===== src/rtl/shift_seq_pkg.sv =====
// Shared opcodes and FSM encoding for the shift register sequencer.
// Imported by the sequencer top level.
package shift_seq_pkg;

  localparam logic [1:0] OP_LOAD = 2'b00;
  localparam logic [1:0] OP_SHL  = 2'b01;
  localparam logic [1:0] OP_SHR  = 2'b10;
  localparam logic [1:0] OP_NOP  = 2'b11;

  typedef enum logic [1:0] {
    ST_IDLE  = 2'b00,
    ST_LOAD  = 2'b01,
    ST_SHIFT = 2'b10,
    ST_DONE  = 2'b11
  } state_t;

endpackage


===== src/rtl/shift_reg_lr.sv =====
// Loadable left/right shift register with zero fill.
// Load has priority over shift.
module shift_reg_lr #(
  parameter int WIDTH = 8
) (
  input  logic             clk,
  input  logic             reset,
  input  logic             load,
  input  logic             shift_en,
  input  logic             shift_left_right,
  input  logic [WIDTH-1:0] data_in,
  output logic [WIDTH-1:0] q
);

  logic [WIDTH-1:0] r_q;

  // Register update: load, shift left, shift right, or hold
  always_ff @(posedge clk) begin
    if (reset) begin
      r_q <= '0;
    end else if (load) begin
      r_q <= data_in;
    end else if (shift_en && shift_left_right) begin
      r_q <= {r_q[WIDTH-2:0], 1'b0};
    end else if (shift_en) begin
      r_q <= {1'b0, r_q[WIDTH-1:1]};
    end
  end

  assign q = r_q;

endmodule


===== src/rtl/shift_reg_sequencer.sv =====
// Command sequencer driving a shift register.
// One command in flight; each ends with a one-cycle done pulse.
module shift_reg_sequencer
  import shift_seq_pkg::*;
#(
  parameter int REG_WIDTH = 8,
  parameter int CNT_W     = $clog2(REG_WIDTH + 1)
) (
  input  logic                 clk,
  input  logic                 reset,
  input  logic                 cmd_valid,
  output logic                 cmd_ready,
  input  logic [1:0]           cmd_op,
  input  logic [CNT_W-1:0]     cmd_count,
  input  logic [REG_WIDTH-1:0] cmd_data,
  output logic                 load,
  output logic                 shift_en,
  output logic                 shift_left_right,
  output logic [REG_WIDTH-1:0] data_in,
  output logic [REG_WIDTH-1:0] q_out,
  output logic                 busy,
  output logic                 done
);

  localparam logic [CNT_W-1:0] LP_MAX = CNT_W'(REG_WIDTH);
  localparam logic [CNT_W-1:0] LP_ONE = CNT_W'(1);

  state_t               r_state;
  logic [CNT_W-1:0]     r_cnt;
  logic [REG_WIDTH-1:0] r_data;
  logic                 r_load;
  logic                 r_shift_en;
  logic                 r_dir;
  logic                 r_done;
  logic [CNT_W-1:0]     w_clamp;

  assign w_clamp = (cmd_count > LP_MAX) ? LP_MAX : cmd_count;

  // Sequencer FSM with registered strobes
  always_ff @(posedge clk) begin
    if (reset) begin
      r_state    <= ST_IDLE;
      r_cnt      <= '0;
      r_data     <= '0;
      r_load     <= 1'b0;
      r_shift_en <= 1'b0;
      r_dir      <= 1'b0;
      r_done     <= 1'b0;
    end else begin
      unique case (r_state)
        ST_IDLE: begin
          if (cmd_valid) begin
            r_data <= cmd_data;
            if (cmd_op == OP_LOAD) begin
              r_state <= ST_LOAD;
              r_load  <= 1'b1;
            end else if ((cmd_op == OP_SHL ||
                          cmd_op == OP_SHR) &&
                         w_clamp != '0) begin
              r_state    <= ST_SHIFT;
              r_shift_en <= 1'b1;
              r_dir      <= (cmd_op == OP_SHL);
              r_cnt      <= w_clamp;
            end else begin
              r_state <= ST_DONE;
              r_done  <= 1'b1;
            end
          end
        end
        ST_LOAD: begin
          r_load  <= 1'b0;
          r_state <= ST_DONE;
          r_done  <= 1'b1;
        end
        ST_SHIFT: begin
          if (r_cnt == LP_ONE) begin
            r_shift_en <= 1'b0;
            r_dir      <= 1'b0;
            r_cnt      <= '0;
            r_state    <= ST_DONE;
            r_done     <= 1'b1;
          end else begin
            r_cnt <= r_cnt - LP_ONE;
          end
        end
        ST_DONE: begin
          r_done  <= 1'b0;
          r_state <= ST_IDLE;
        end
        default: r_state <= ST_IDLE;
      endcase
    end
  end

  assign cmd_ready        = (r_state == ST_IDLE) && !reset;
  assign busy             = (r_state != ST_IDLE);
  assign load             = r_load;
  assign shift_en         = r_shift_en;
  assign shift_left_right = r_dir;
  assign done             = r_done;
  assign data_in          = r_load ? r_data : '0;

  shift_reg_lr #(
    .WIDTH(REG_WIDTH)
  ) u_reg (
    .clk              (clk),
    .reset            (reset),
    .load             (load),
    .shift_en         (shift_en),
    .shift_left_right (shift_left_right),
    .data_in          (data_in),
    .q                (q_out)
  );

endmodule


===== config.mk =====
export PLATFORM = sky130hd
export DESIGN_NAME = shift_reg_sequencer
export DESIGN_NICKNAME = d
export VERILOG_FILES = /design/src/rtl/shift_seq_pkg.sv /design/src/rtl/shift_reg_lr.sv /design/src/rtl/shift_reg_sequencer.sv
export SDC_FILE = /design/constraint.sdc
export NUM_CORES = 1
export LEC_CHECK = 0
export ABC_AREA = 1
export CAP_MARGIN = 20
export CORE_ASPECT_RATIO = 1.75
export CORE_UTILIZATION = 54
export CTS_BUF_LIST = sky130_fd_sc_hd__clkbuf_2
export CTS_CLUSTER_DIAMETER = 40
export DETAILED_ROUTE_END_ITERATION = 8
export PLACE_DENSITY = 0.87
export SLEW_MARGIN = 20
export SYNTH_ARGS = -nofsm -noshare
export SYNTH_HDL_FRONTEND = slang
export SYNTH_HIERARCHICAL = 1
export SYNTH_SLANG_ARGS = --single-unit

===== constraint.sdc =====
create_clock -name clk -period 2.7 [get_ports clk]
set_input_delay 0.27 -clock clk [delete_from_list [all_inputs] [get_ports clk]]
set_output_delay 0.27 -clock clk [all_outputs]
set_load 0.05 [all_outputs]

Word level (Yosys, flattened, before mapping)
Index checks and enable logic that the tools add are counted.
Widths: inputs -> output; s select.
{"block": "totals", "word_cells": 72, "latch_bits": 0, "register_bits": 26, "out_inout_bits": 22, "mem_count": 0, "rom_bits": 0, "inputBits": 17, "ramBits": 0}
{"block": "op_classes", "mux": 32, "n_div": 0, "multipliers": 0, "n_bitwise": 0, "addsub": 1, "n_eq_ne": 12, "n_lt_le_gt_ge": 1, "reduce_logical": 18, "shift": 0}
{"op": "$mux 8", "n": 4}
{"op": "$mux 4", "n": 5}
{"op": "$mux 1", "n": 14}
{"op": "$ne 2x2->1 const B", "n": 6}
{"op": "$pmux 2 s4", "n": 1}
{"op": "$pmux 4 s2", "n": 1}
{"op": "$reduce_and 4->1", "n": 2}
{"op": "$eq 2x2->1 const B", "n": 3}
{"op": "$mux 2", "n": 3}
{"op": "$pmux 1 s2", "n": 3}
{"op": "$reduce_bool 2->1", "n": 3}
{"op": "$reduce_and 5->1", "n": 1}
{"op": "$eq 2x1->1 const B", "n": 2}
{"op": "$eq 4x1->1 const B", "n": 1}
{"op": "$gt 4x4->1 const B", "n": 1}
{"op": "$logic_not 2->1", "n": 2}
{"op": "$pmux 1 s4", "n": 1}
{"op": "$reduce_and 2->1", "n": 2}
{"op": "$reduce_bool 4->1", "n": 1}
{"op": "$sub 4x1->4 const B", "n": 1}
{"op": "$logic_and 1x1->1", "n": 3}
{"op": "$reduce_and 3->1", "n": 1}
{"op": "$reduce_bool 3->1", "n": 1}
{"op": "$logic_not 1->1", "n": 1}
{"op": "$logic_or 1x1->1", "n": 1}

Logic depth before layout (Yosys ltp)
Gate-level depths: netlist of the first run.
{"block": "logic_depth", "word_depth": 8, "ltp_mapped": 9, "ltp_nobuf": 9}

By module
The synthesis of the first run kept the hierarchy.
{"module": "shift_reg_sequencer", "area_each_um2": 1034.7, "n_inst": 1, "seq_area_each_um2": 360.3, "cells_each": 158}
{"module": "shift_reg_lr", "area_each_um2": 490.5, "n_inst": 1, "seq_area_each_um2": 160.2, "cells_each": 75}

Least setup slack after synthesis of the first run
No wires, ideal clock.
{"block": "synth_path", "path_type": "flip-flop to output port", "startpoint": "register r_state[1]", "endpoint": "output port cmd_ready", "stages_incl_launch_ff": 5, "path_buffers": 0, "required_time_ps": 2430, "t_arrival_ps": 1636, "slack_ps": 794, "path_cell_list": "dfxtp_1 inv_1 ha_1 inv_1 nor2_1"}
{"block": "synth_between", "elab_chain_cells": 2}
{"element": "from (decl)", "line_no": "shift_reg_sequencer.sv:28", "text": "state_t r_state;"}
{"element": "from (signal assigned)", "line_no": "shift_reg_sequencer.sv:42", "text": "r_state <= ST_IDLE;"}
{"element": "from (signal assigned)", "line_no": "shift_reg_sequencer.sv:55", "text": "r_state <= ST_LOAD;"}
{"element": "from (signal assigned)", "line_no": "shift_reg_sequencer.sv:60", "text": "r_state <= ST_SHIFT;"}
{"element": "$logic_not 2->1", "line_no": "shift_reg_sequencer.sv:95", "text": "assign cmd_ready = (r_state == ST_IDLE) && !reset;"}
{"element": "$logic_and 1x1->1", "line_no": "shift_reg_sequencer.sv:95"}
{"element": "to (decl)", "line_no": "shift_reg_sequencer.sv:12", "text": "output logic cmd_ready,"}
Every way passes these cells.

Worst setup path after layout of the first run
{"block": "layout_path", "startpoint": "register r_state[0]", "endpoint": "output port cmd_ready"}
The elaborated chain is that of the path after synthesis.

==> impl_metrics.json, run 1 <==
{
  "critPathMaxStageDelay_ps": 810,
  "skew_ps": 5.863,
  "syn_to_final_growth_pct": 26.83,
  "cp_top_family": "buffers and inverters",
  "yosys-top-cells-count": "nand2_1, inv_1, nor2_1",
  "path_cells": "inv_1 > ha_1 > inv_1 > nor2_1 > clkdlybuf4s50_1",
  "worst_slew_pin_slew_ps": 580.9,
  "antenna_left": 0,
  "hold_path_class": "flop to flop",
  "power_frac_clock": 0.084,
  "ys.flop_type": "dfxtp_1",
  "layout_setup_ws_ps": 308.1,
  "core_sq_mm": 0.002690,
  "n_fill_cell": 230,
  "worstReg2RegStart": "r_state[0]",
  "status": "completed",
  "nets": 299,
  "root_buffer": "clkbuf_2",
  "cts_buffer_depth": 2,
  "leakagePower_uw": 0.0009285,
  "die_h_um": 72.31,
  "critPathKind": "flop to output pin",
  "fin_cells": 298,
  "grt_pass1_vias": 1510,
  "cap_viol_max_count": 0,
  "peakVddDrop_uv": 575.6,
  "syn_avg_cell_area_sq_um": 6.546,
  "drt-total-wl_um": 3328,
  "gp_congestion": 0.8743,
  "intPower_uw": 837.9,
  "cts_tree": "yes",
  "endpoint_kind": "output pin",
  "clk_pin_slew_ps": 220,
  "die_x_um": 42.18,
  "yosysMostFrequentCell": "nand2_1",
  "placed_cells": 295,
  "synth_area_leader_cell": "dfxtp_1",
  "clock_latency_ps": 340,
  "p_sw_uw": 805.3,
  "cts-buffers-inserted": 3,
  "synthCells": 233,
  "crit_top_cell": "inv_1",
  "grt_max_degree": 18,
  "worst-path-stages": 5,
  "start_kind": "flop",
  "setup_viol": 0,
  "crit_fanout": 7,
  "yosys_warnings": 6,
  "port_buffers": 38,
  "yosysSeqAreaShare": 0.3413,
  "fmax_mhz": 418.1,
  "rows": 25,
  "fin_setup_tns_ps": 0,
  "route.detailed.drc": 0,
  "grt.total_usage": 0.2389,
  "hpwl_um": 2696,
  "die-area_sq_mm": 0.003049,
  "drv_slew": 0,
  "diodes": 0,
  "crit_slowest_cell": "clkdlybuf4s50_1",
  "final_core_util": 0.7191,
  "post-cts-setup-buffers": 0,
  "p_sw_frac": 0.4901,
  "power.density_mw_per_mm2": 849.5,
  "first_pass_iters": 4,
  "pwr-share-seq": 0.334,
  "grt_antenna_before_repair": 0,
  "crit_start": "r_state[0]",
  "async_flop_share": 0,
  "initial_core_util": 0.5670,
  "synth_edf_count": 0,
  "overflow": 0,
  "drive_gt1_frac": 0.04797,
  "crit_buf_inv": 3,
  "vias": 1558,
  "timing.rr.end": "shift_left_right",
  "cp_data_required_time_ps": 2430,
  "cp.arrival_ps": 2120,
  "synth.area.top_cells": "dfxtp_1, nand2_1, inv_1",
  "synth-seq-cells": 26,
  "crit_end": "cmd_ready",
  "cts_hold_buf": 0,
  "yosysUniqueCellTypes": 23,
  "r2r_setup_slack_ps": 1180,
  "syn_nets": 259,
  "grt_pass1_wl_um": 5706,
  "num_io_pins": 39,
  "routed_via_density": 5.228,
  "clock_sinks": 26,
  "cts_max_level": 1,
  "comb_power_share": 0.582,
  "reg2reg_depth": 8,
  "routedWlPerCell_um": 11.17,
  "ctsResizeCount": 0,
  "pre_cts_slack_ps": 718.7,
  "first_iter_violations": 32,
  "yosysTopAreaCellShare": 0.3413,
  "hold_viol": 0,
  "period_share": 0.8859,
  "layout_min_cycle_time_ps": 2392,
  "rsz0062_at_grt": "no",
  "timing.slew.headroom": 0.6122,
  "syn_area_sq_mm": 0.001525
}
## cell families after synthesis
logic type / after synthesis / synth area share
flops: 26 / 0.3413
simple gates: 107 / 0.3011
buf+inv: 49 / 0.1337
compound gates: 41 / 0.1444
fa+ha+maj: 9 / 0.07383
xor+xnor: 1 / 0.005743
## worst min path at each step
stage | start | endpoint | cells past startpoint
2_1_floorplan | reset | shift_en | 1
4_1_cts | r_data[6] | r_data[6] | 2
3_3_place_gp | r_data[2] | r_data[2] | 2
3_5_place_dp | r_data[6] | r_data[6] | 2
5_1_grt | r_data[1] | r_data[1] | 2
6_report | r_data[6] | r_data[6] | 2
## metrics by stage
stage / total power, uW / hold slack (ps) / instance area, sq um
floorplan: 1269 / 339.1 / 1525
global placement: 1488 / 466.1 / 1919
detailed placement: 1514 / 476.0 / 1919
CTS: 1651 / 506.3 / 1934
global route: 1776 / 539.0 / 1934
finish: 1643 / 506.5 / 1934
## flip-flops by register name (all words and copies together) (netlist names)
signal / flops
u_reg/q: 8
shift_en: 1
r_data: 8
shift_left_right: 1
load: 1
done: 1
r_cnt: 4
r_state: 2
## area by class of cell
type	instances	area, sq um	share of cell area
Multi-Input combinational cell	158	800.8	0.4140
Sequential cell	26	520.5	0.2691
Timing Repair Buffer	41	402.9	0.2083
Inverter	43	161.4	0.08344
Tap cell	27	33.78	0.01746
Clock buffer	3	15.01	0.007762
## metal layers
| layer | up-vias | part of all wire | GRT usage |
|---|---|---|---|
| li1 | 804 | - | - |
| met1 | 693 | 0.37 | 0.2148 |
| met2 | 47 | 0.56 | 0.4735 |
| met3 | 14 | 0.029 | 0.02736 |
| met4 | 0 | 0.039 | 0.1563 |
| met5 | - | 0 | 0 |
## worst min-delay path: cells and delay by family, from the launching register on
| family | cells | cell delay (ps) |
|---|---|---|
| simple gates | 2 | 140 |
| flops | 1 | 360 |
## power by group through the flow
stage	clock [uW]	sequential (uW)	combinational (uW)
global route	152	557	1070
global placement	0	553	935
finish	137	549	957
CTS	141	548	962
detailed placement	0	556	958
floorplan	0	626	643
## layout by cell type, fill, tap and decap left out, drive strengths merged
master	Yosys	final
buf	4	3
a21boi	2	2
nor2	32	32
xnor2	1	1
nand2	51	51
a21oi	23	23
clkbuf	2	3
a21o	1	1
inv	41	41
a221oi	1	1
clkinv	2	2
nand4	2	2
ha	9	9
dfxtp	26	26
o21ai	14	14
nand3	22	22
clkdlybuf4s50	0	38
Note: power is estimated with default switching activity, not from simulation.
==> run 2: changes to the inputs <==
--- a/config.mk
+++ b/config.mk
@@ -13,6 +13,7 @@
 export CTS_CLUSTER_DIAMETER = 40
 export DETAILED_ROUTE_END_ITERATION = 8
 export PLACE_DENSITY = 0.87
+export REMOVE_ABC_BUFFERS = 1
 export SLEW_MARGIN = 20
 export SYNTH_ARGS = -nofsm -noshare
 export SYNTH_HDL_FRONTEND = slang
==> constraint.sdc (replaced) <==
create_clock -name clk -period 2.8 [get_ports clk]
set_input_delay 0.28 -clock clk [delete_from_list [all_inputs] [get_ports clk]]
set_output_delay 0.28 -clock clk [all_outputs]
set_load 0.05 [all_outputs]
==> impl_metrics.json, run 2 (synthesis results as in run 1) <==
{
  "port_buffers": 38,
  "final_cell_mix": "nand2_1, inv_1, clkdlybuf4s50_1",
  "rsz0062_at_grt": "no",
  "grt_max_degree": 16,
  "rows": 25,
  "wl_met1_um": 1280,
  "core_sq_mm": 0.002690,
  "critPathKind": "flop to output pin",
  "hpwl_um": 2616,
  "nets": 298,
  "fin_total_pwr_uw": 1575,
  "ctsResizeCount": 0,
  "routed_via_density": 5.253,
  "clock_latency_ps": 330,
  "cts_max_level": 1,
  "crit_end": "cmd_ready",
  "reg2reg_depth": 8,
  "cap_viol_max_count": 0,
  "num_io_pins": 39,
  "setup_viol": 0,
  "layout_commonest_cell": "nand2_1",
  "gp_congestion": 0.8411,
  "place_area_sq_mm": 0.001912,
  "hold_path_class": "flop to flop",
  "timing.rr.end": "shift_left_right",
  "power.density_mw_per_mm2": 817.4,
  "hold_viol": 0,
  "post-cts-setup-buffers": 0,
  "cts_hold_buf": 0,
  "start_kind": "flop",
  "crit_start": "r_state[0]",
  "final_core_util": 0.7163,
  "grt.total_usage": 0.2416,
  "status": "completed",
  "die_x_um": 42.18,
  "first_iter_violations": 37,
  "overflow": 0,
  "grt_pass1_wl_um": 5809,
  "clock_sinks": 26,
  "layout_min_cycle_time_ps": 2416,
  "fin_setup_tns_ps": 0,
  "die_h_um": 72.31,
  "route.top_layer_used": "met4",
  "drv_slew": 0,
  "drive_gt1_frac": 0.04444,
  "cp.arrival_ps": 2140,
  "cp_data_required_time_ps": 2520,
  "leakagePower_uw": 0.0009232,
  "cts_tree": "yes",
  "die-area_sq_mm": 0.003049,
  "endpoint_kind": "output pin",
  "r2r_setup_slack_ps": 1310,
  "cts-buffers-inserted": 3,
  "initial_core_util": 0.5670,
  "crit_fanout": 7,
  "root_buffer": "clkbuf_2",
  "worstReg2RegStart": "r_state[0]",
  "first_pass_iters": 4,
  "syn_to_final_growth_pct": 26.33,
  "antenna_left": 0,
  "period_share": 0.8629,
  "timing.slew.headroom": 0.6660,
  "diodes": 0,
  "fmax_mhz": 413.9,
  "drt-total-wl_um": 3254,
  "peakVddDrop_uv": 769.6,
  "routedWlPerCell_um": 10.96,
  "cts_buffer_depth": 2,
  "grt_pass1_vias": 1510,
  "final_area_sq_mm": 0.001927,
  "wl_met2_um": 1827,
  "vias": 1560,
  "wl_met3_um": 75,
  "route.detailed.drc": 0,
  "worst_slew_pin_slew_ps": 499.5,
  "clk_pin_slew_ps": 210,
  "skew_ps": 12.32,
  "grt_antenna_before_repair": 0
}
run 2: area by class of cell:
| cell class | instances | area, sq um |
|---|---|---|
| clock buffers | 3 | 15.01 |
| inverters | 43 | 161.4 |
| fillers | 245 | 763.2 |
| flip-flops and latches | 26 | 520.5 |
| well taps | 27 | 33.78 |
| multi-input cells | 158 | 800.8 |
| repair buffers | 40 | 395.4 |
run 2: critical path, cell delays in order, from the launching register on:
cell             delay, ps
dfxtp_1                380
inv_1                  120
ha_1                   290
inv_1                  110
nor2_1                 100
clkdlybuf4s50_1        810
run 2: layer usage:
layer  global-route usage  vias up
li1                     -      807
met1               0.2421      710
met2               0.4684       37
met3              0.02239        6
met4               0.1319        0
met5                    0        -
run 2: worst min path at each step:
| stage | startpoint | to | slack [ps] | cells after the start |
|---|---|---|---|---|
| global placement | r_data[3] | r_data[3] | 470 | 2 |
| finish | r_data[4] | r_data[4] | 500 | 2 |
| detailed placement | r_data[6] | r_data[6] | 470 | 2 |
| floorplan | reset | shift_en | 350 | 1 |
| global route | r_data[5] | r_data[5] | 540 | 2 |
| CTS | r_data[4] | r_data[4] | 510 | 2 |
run 2: stage by stage:
stage | setup WS, ps | std cells | hold WS [ps]
global placement | 845.2 | 294 | 465.4
finish | 383.8 | 297 | 503.2
global route | 217.1 | 297 | 538.4
floorplan | 883.8 | 227 | 349.1
CTS | 364.8 | 297 | 505.1
detailed placement | 779.4 | 294 | 470.5
run 2: power by group:
group / switching (uW) / internal, uW
Combinational: 592 / 308
Sequential: 81.1 / 463
Clock: 102 / 29.2
Total: 775 / 800
